### config.mk
export PLATFORM = sky130hd
export DESIGN_NAME = div32
export DESIGN_NICKNAME = d
export VERILOG_FILES = /design/src/rtl/div_pkg.sv /design/src/rtl/div_step.sv /design/src/rtl/div32.sv
export SDC_FILE = /design/constraint.sdc
export NUM_CORES = 1
export LEC_CHECK = 0
export ABC_AREA = 1
export BUFFER_PORTS_ARGS = -buffer_cell sky130_fd_sc_hd__buf_4
export CAP_MARGIN = 20
export CORE_AREA = 2 2 134 136
export DETAILED_ROUTE_END_ITERATION = 8
export DIE_AREA = 0 0 136 138
export PLACE_DENSITY = 0.79
export SETUP_SLACK_MARGIN = 0.5
export SYNTH_ARGS = -nofsm -noshare
export SYNTH_HDL_FRONTEND = slang
export SYNTH_SLANG_ARGS = --single-unit
### constraint.sdc
create_clock -name clk -period 2.61 [get_ports clk]
set_clock_uncertainty 0.1 [all_clocks]
set_input_delay 0.1305 -clock clk [delete_from_list [all_inputs] [get_ports clk]]
set_output_delay 0.1305 -clock clk [all_outputs]
set_load 0.005 [all_outputs]
### src/rtl/div_pkg.sv
// Shared definitions for the iterative 32-bit divider: FSM states,
// widths, the divide-by-zero quotient and a conditional negate helper.
package div_pkg;

    localparam int DIV_WIDTH = 32;
    localparam int DIV_CNT_W = 5;

    // Quotient reported when the divisor is zero
    localparam logic [DIV_WIDTH-1:0] DIV_DBZ_Q = 32'hFFFF_FFFF;

    typedef enum logic [1:0] {
        IDLE = 2'd0,
        RUN  = 2'd1,
        DONE = 2'd2
    } div_state_e;

    // Two's complement of v when en is set, v unchanged otherwise
    function automatic logic [DIV_WIDTH-1:0] div_neg(
        input logic [DIV_WIDTH-1:0] v,
        input logic                 en
    );
        return en ? (~v + 1'b1) : v;
    endfunction

endpackage

### src/rtl/div_step.sv
// One restoring-division step: shift the partial remainder left, bring in
// the next dividend bit, trial-subtract the divisor and keep the
// difference only when it is non-negative.
module div_step
    import div_pkg::*;
(
    input  logic [DIV_WIDTH:0]   rem_i,
    input  logic                 msb_i,
    input  logic [DIV_WIDTH-1:0] divisor_i,
    output logic [DIV_WIDTH:0]   rem_o,
    output logic                 qbit_o
);

    // The remainder is always below the divisor, so the shifted value never
    // exceeds 33 bits; one extra bit keeps the trial sign unambiguous.
    logic [DIV_WIDTH+1:0] shifted;
    logic [DIV_WIDTH+1:0] diff;

    // Shift, trial subtract and select
    always_comb begin
        shifted = {rem_i, msb_i};
        diff    = shifted - {2'b00, divisor_i};
        qbit_o  = ~diff[DIV_WIDTH+1];
        rem_o   = qbit_o ? diff[DIV_WIDTH:0] : shifted[DIV_WIDTH:0];
    end

endmodule

### src/rtl/div32.sv
// Iterative 32-bit divider (DIV/DIVU) with start/busy/ready handshake.
// One quotient bit per cycle; result appears 32 cycles after start, or one
// cycle after start when the divisor is zero.
// Build option: define DIV_SIGNED_EN to honour the sign input; without it
// every operation is unsigned and the abs/negate logic is absent.
module div32
    import div_pkg::*;
#(
    parameter int WIDTH = DIV_WIDTH
) (
    input  logic             clk,
    input  logic             reset,
    input  logic             start,
    input  logic             sign,
    input  logic [WIDTH-1:0] a,
    input  logic [WIDTH-1:0] b,
    output logic [WIDTH-1:0] q,
    output logic [WIDTH-1:0] r,
    output logic             busy,
    output logic             ready,
    output logic             dbz
);

    localparam logic [DIV_CNT_W-1:0] CNT_LAST = '1;

    div_state_e             state_q, state_d;
    logic [DIV_WIDTH:0]     rem_q, rem_d;
    logic [DIV_WIDTH-1:0]   dvd_q, dvd_d;     // dividend shifts out, quotient shifts in
    logic [DIV_WIDTH-1:0]   dvs_q, dvs_d;
    logic [DIV_CNT_W-1:0]   cnt_q, cnt_d;
    logic                   zero_q, zero_d;   // divisor was zero at start
    logic [DIV_WIDTH-1:0]   q_q, q_d;
    logic [DIV_WIDTH-1:0]   r_q, r_d;
    logic                   dbz_q, dbz_d;
    logic                   busy_q, busy_d;
    logic                   ready_q, ready_d;

    logic [DIV_WIDTH:0]     step_rem;
    logic                   step_qbit;
    logic [DIV_WIDTH-1:0]   a_mag, b_mag;
    logic [DIV_WIDTH-1:0]   quo, res_q, res_r;

`ifdef DIV_SIGNED_EN
    logic a_neg, b_neg;
    logic qneg_q, qneg_d;
    logic rneg_q, rneg_d;

    assign a_neg = sign & a[DIV_WIDTH-1];
    assign b_neg = sign & b[DIV_WIDTH-1];
    assign a_mag = div_neg(a, a_neg);
    assign b_mag = div_neg(b, b_neg);
`else
    logic unused_sign;

    assign unused_sign = sign;
    assign a_mag       = a;
    assign b_mag       = b;
`endif

    div_step u_step (
        .rem_i     (rem_q),
        .msb_i     (dvd_q[DIV_WIDTH-1]),
        .divisor_i (dvs_q),
        .rem_o     (step_rem),
        .qbit_o    (step_qbit)
    );

    // Final quotient/remainder of the last step, sign-corrected when enabled
    assign quo = {dvd_q[DIV_WIDTH-2:0], step_qbit};
`ifdef DIV_SIGNED_EN
    assign res_q = div_neg(quo, qneg_q);
    assign res_r = div_neg(step_rem[DIV_WIDTH-1:0], rneg_q);
`else
    assign res_q = quo;
    assign res_r = step_rem[DIV_WIDTH-1:0];
`endif

    // Next-state and datapath decode for the IDLE/RUN/DONE sequence
    always_comb begin
        state_d = state_q;
        rem_d   = rem_q;
        dvd_d   = dvd_q;
        dvs_d   = dvs_q;
        cnt_d   = cnt_q;
        zero_d  = zero_q;
        q_d     = q_q;
        r_d     = r_q;
        dbz_d   = dbz_q;
        busy_d  = busy_q;
        ready_d = 1'b0;
`ifdef DIV_SIGNED_EN
        qneg_d  = qneg_q;
        rneg_d  = rneg_q;
`endif
        case (state_q)
            RUN: begin
                if (zero_q) begin
                    // Divide by zero: report raw dividend, no iterations
                    state_d = DONE;
                    q_d     = DIV_DBZ_Q;
                    r_d     = dvd_q;
                    dbz_d   = 1'b1;
                    busy_d  = 1'b0;
                    ready_d = 1'b1;
                end else begin
                    rem_d = step_rem;
                    dvd_d = quo;
                    cnt_d = cnt_q + 1'b1;
                    if (cnt_q == CNT_LAST) begin
                        state_d = DONE;
                        q_d     = res_q;
                        r_d     = res_r;
                        dbz_d   = 1'b0;
                        busy_d  = 1'b0;
                        ready_d = 1'b1;
                    end
                end
            end
            default: begin
                // IDLE and DONE both accept a new request
                state_d = IDLE;
                if (start) begin
                    state_d = RUN;
                    busy_d  = 1'b1;
                    rem_d   = '0;
                    cnt_d   = '0;
                    zero_d  = (b == '0);
                    dvd_d   = (b == '0) ? a : a_mag;
                    dvs_d   = b_mag;
`ifdef DIV_SIGNED_EN
                    qneg_d  = a_neg ^ b_neg;
                    rneg_d  = a_neg;
`endif
                end
            end
        endcase
    end

    // State and output registers; reset wins over any request
    always_ff @(posedge clk) begin
        if (reset) begin
            state_q <= IDLE;
            rem_q   <= '0;
            dvd_q   <= '0;
            dvs_q   <= '0;
            cnt_q   <= '0;
            zero_q  <= 1'b0;
            q_q     <= '0;
            r_q     <= '0;
            dbz_q   <= 1'b0;
            busy_q  <= 1'b0;
            ready_q <= 1'b0;
`ifdef DIV_SIGNED_EN
            qneg_q  <= 1'b0;
            rneg_q  <= 1'b0;
`endif
        end else begin
            state_q <= state_d;
            rem_q   <= rem_d;
            dvd_q   <= dvd_d;
            dvs_q   <= dvs_d;
            cnt_q   <= cnt_d;
            zero_q  <= zero_d;
            q_q     <= q_d;
            r_q     <= r_d;
            dbz_q   <= dbz_d;
            busy_q  <= busy_d;
            ready_q <= ready_d;
`ifdef DIV_SIGNED_EN
            qneg_q  <= qneg_d;
            rneg_q  <= rneg_d;
`endif
        end
    end

    assign q     = q_q;
    assign r     = r_q;
    assign dbz   = dbz_q;
    assign busy  = busy_q;
    assign ready = ready_q;

endmodule

==> insert_results.sql <==
INSERT INTO impl_metrics (metric_group, metric, value, unit) VALUES
('worst_setup_path', 'cp_data_required_time', '2860', 'ps'),
('layout', 'regArea', '3520', 'um2'),
('route', 'maxUsedRoutingLayer', 'met4', ''),
('synthesis', 'postSynthCellCount', '1575', ''),
('place', 'hpwl', '20200', 'um'),
('synthesis', 'synthesis.yosys.warnings', '0', ''),
('worst_setup_path', 'critical_path.endpoint_type', 'flip-flop', ''),
('cts', 'clkLatencyLatePin', '450', 'ps'),
('grt', 'number_of_global_route_vias_before_repair', '10500', ''),
('grt', 'number_of_antenna_violations_at_the_first_check_in_global_routing', '0', ''),
('sta', 'timing.final.setup_violations', '0', ''),
('synthesis', 'syn_nets', '1678', ''),
('worst_setup_path', 'setup.worst_path.start_class', 'flip-flop', ''),
('worst_setup_path', 'worst-path-max-fanout', '4', ''),
('route', 'post-route-drc-count', '0', ''),
('sta', 'hold_violations', '0', ''),
('sta', 'setup_total_negative_slack', '0', 'ps'),
('cts', 'h_tree_level_count', '4', ''),
('power', 'power_per_cell_area', '1520', 'nW/um2'),
('route', 'post_detailed_route_wirelength_per_cell', '17.5', 'um'),
('floorplan', 'floorplan.initialDensity', '0.564', ''),
('place', 'gp_routability_congestion', '0.954', ''),
('synthesis', 'number_of_synthesized_flops_with_an_enable_pin', '0', ''),
('status', 'outcome', 'finished clean', ''),
('cts', 'numCtsBuffers', '17', ''),
('synthesis', 'synth_top_cells_by_area', 'sky130_fd_sc_hd__dfxtp_1 (35%), sky130_fd_sc_hd__nand2_1 (22%), sky130_fd_sc_hd__inv_1 (7.6%)', ''),
('route', 'avgViaCountPerCell', '5.68', ''),
('synthesis', 'synth_commonest_cells', 'sky130_fd_sc_hd__nand2_1 (568), sky130_fd_sc_hd__inv_1 (201), sky130_fd_sc_hd__dfxtp_1 (172)', ''),
('synthesis', 'yosys.cell_types.count', '31', ''),
('sta', 'fin_crit', '2530', 'ps'),
('route', 'drt_first_pass_iters', '9', ''),
('worst_setup_path', 'cpMaxStageDelayCell', 'sky130_fd_sc_hd__dfxtp_1', ''),
('synthesis', 'synth_async_sr_flop_share', '0', ''),
('route', 'route.vias.total', '11600', ''),
('synthesis', 'synth.ff_latch_count', '172', ''),
('floorplan', 'chipHeight', '138', 'um'),
('power', 'total_leakage_power', '0.00715', 'uW'),
('worst_setup_path', 'cp_slowest_stage_delay', '340', 'ps'),
('sta', 'period_share', '0.969', ''),
('route', 'routed_wl', '35600', 'um'),
('sta', 'fmaxAchievable', '0.395', 'GHz'),
('synthesis', 'ys_dominant_reg_cell', 'sky130_fd_sc_hd__dfxtp_1', ''),
('layout', 'drive_above_1_share', '0.302', ''),
('place', 'portBuffers', '133', ''),
('floorplan', 'io_pins', '135', ''),
('worst_setup_path', 'worstPathCellList', 'inv_1 -> ha_4 -> nand2_1 -> nor2_2 -> nand3_1 -> nand3_2 -> nand2_1 -> nand3_1 -> nand2_1 -> nand2_1 -> nand3_2 -> nand2_1 -> nand2_1 -> nand2_1 -> nand2_1', ''),
('power', 'worst_ir_drop_vdd', '0.00100', 'V'),
('route', 'route.layer.met1.wl', '13500', 'um'),
('route', 'routed-wl-met3', '4120', 'um'),
('synthesis', 'cell_area_synth', '9880', 'um2'),
('cts', 'cts_sinks', '172', ''),
('cts', 'clock-root-buffer', 'sky130_fd_sc_hd__clkbuf_16', ''),
('cts', 'clk_pin_slew', '70', 'ps'),
('floorplan', 'floorplan.core_area', '17500', 'um2'),
('synthesis', 'synth.top_cell.area_share', '0.348', ''),
('sta', 'rsz0062_at_grt', 'true', ''),
('run', 'maxCapViolCount', '0', ''),
('synthesis', 'synth_most_common_cell', 'sky130_fd_sc_hd__nand2_1', ''),
('worst_setup_path', 'crit_arrival', '2780', 'ps'),
('layout', 'syn2layout_area_growth', '42.5', '%'),
('sta', 'fin_hold_ws', '94.1', 'ps'),
('route', 'antenna_violating_nets_post_route', '0', ''),
('layout', 'antenna_cells_inserted', '0', ''),
('grt', 'grtUsageTotal', '0.333', ''),
('cts', 'clockBufferDepth', '2', ''),
('sta', 'maxSlewHeadroom', '0.581', ''),
('layout', 'fin_nets', '1901', ''),
('route', 'met2RoutedLength', '16100', 'um'),
('layout', 'post-route-util', '0.803', ''),
('layout', 'fillerInstances', '1148', ''),
('floorplan', 'die_x', '136', 'um');
[worst paths after layout]
kind                            slack [ps]  cells past startpoint            endpoint             startpoint
worst max register to register          80                     15  r[26]$_SDFFE_PP0P_  dvs_q[9]$_SDFFE_PP0P_
worst min-delay path                    90                      2    ready$_SDFF_PP0_                  reset
worst max-delay path                    80                     15  r[26]$_SDFFE_PP0P_  dvs_q[9]$_SDFFE_PP0P_
worst min register to register         350                      2  q[26]$_SDFFE_PP0P_     q[26]$_SDFFE_PP0P_
[power by group]
group	leakage (uW)	total (uW)	switching (uW)	internal, uW
registers	0.00142	3470	478	3000
logic	0.00545	15400	9770	5670
clock network	0.000281	2540	1240	1300
total	0.00715	21500	11500	9970
[registers in the layout, summed over array words and instances (netlist names)]
signal and cells:
rem_q 33, cnt_q 5, busy 1, zero_q 1, r 32, ready 1
dvd_q 32, dbz 1, dvs_q 32, state_q 2, q 32
[area by class of cell]
class | count | share of cell area
timing repair buffer | 273 | 0.165
clock inverter | 14 | 0.0103
sequential | 172 | 0.250
inverter | 206 | 0.0554
clock buffer | 18 | 0.0312
tap | 229 | 0.0204
multi-input combinational | 1128 | 0.467
[cell usage in the layout, fill, tap and decap left out, drive strengths merged, types with 31 or more instances in the layout]
cell,count
a31oi,31
nor2,124
a21oi,101
dfxtp,172
nand2,574
inv,213
o21ai,107
dlygate4sd3,65
nand3,95
buf,208
ha,34
[kinds of logic after synthesis]
logic type,after synthesis,share of synthesized area
and+or+nand+nor,829,0.349
AOI/OAI and AO/OA,247,0.132
adders and majority gates,35,0.0451
xor gates and xnor gates,17,0.0151
DFF,172,0.348
buffers and inverters,275,0.111
[through the flow]
stage	cell area, um2	total power [uW]	std cells	setup slack (ps)
finish	14100	21500	2040	81.4
global route	14100	22400	2040	25.4
CTS	13600	18600	2030	372
detailed placement	11200	13000	1894	54.0
global placement	11200	12900	1894	110
floorplan	10000	10700	1575	506
[worst max-delay path, delay by kind of cell (launching register included)]
| family | cells | cell delay, ps |
|---|---|---|
| and+or+nand+nor | 13 | 1580 |
| DFF | 1 | 340 |
| buffers and inverters | 1 | 80 |
| adders and majority gates | 1 | 310 |
[timing repair]
item | in CTS | in global routing
endpoints found under the hold margin | 65 | 0
gates cloned | 3 | 1
buffers inserted | 36 | 9
hold buffers | 65 | 0
setup endpoints to repair | 70 | 127
gates resized for setup | 236 | 112
pin swaps | 51 | 66
[routing by layer]
layer  up-vias  global-route usage
met5         -                   0
met4         0               0.124
met3       192              0.0678
met2       802               0.550
met1      5175               0.427
li1       5425                   -
No activity file was read; power rests on OpenSTA's default activity.
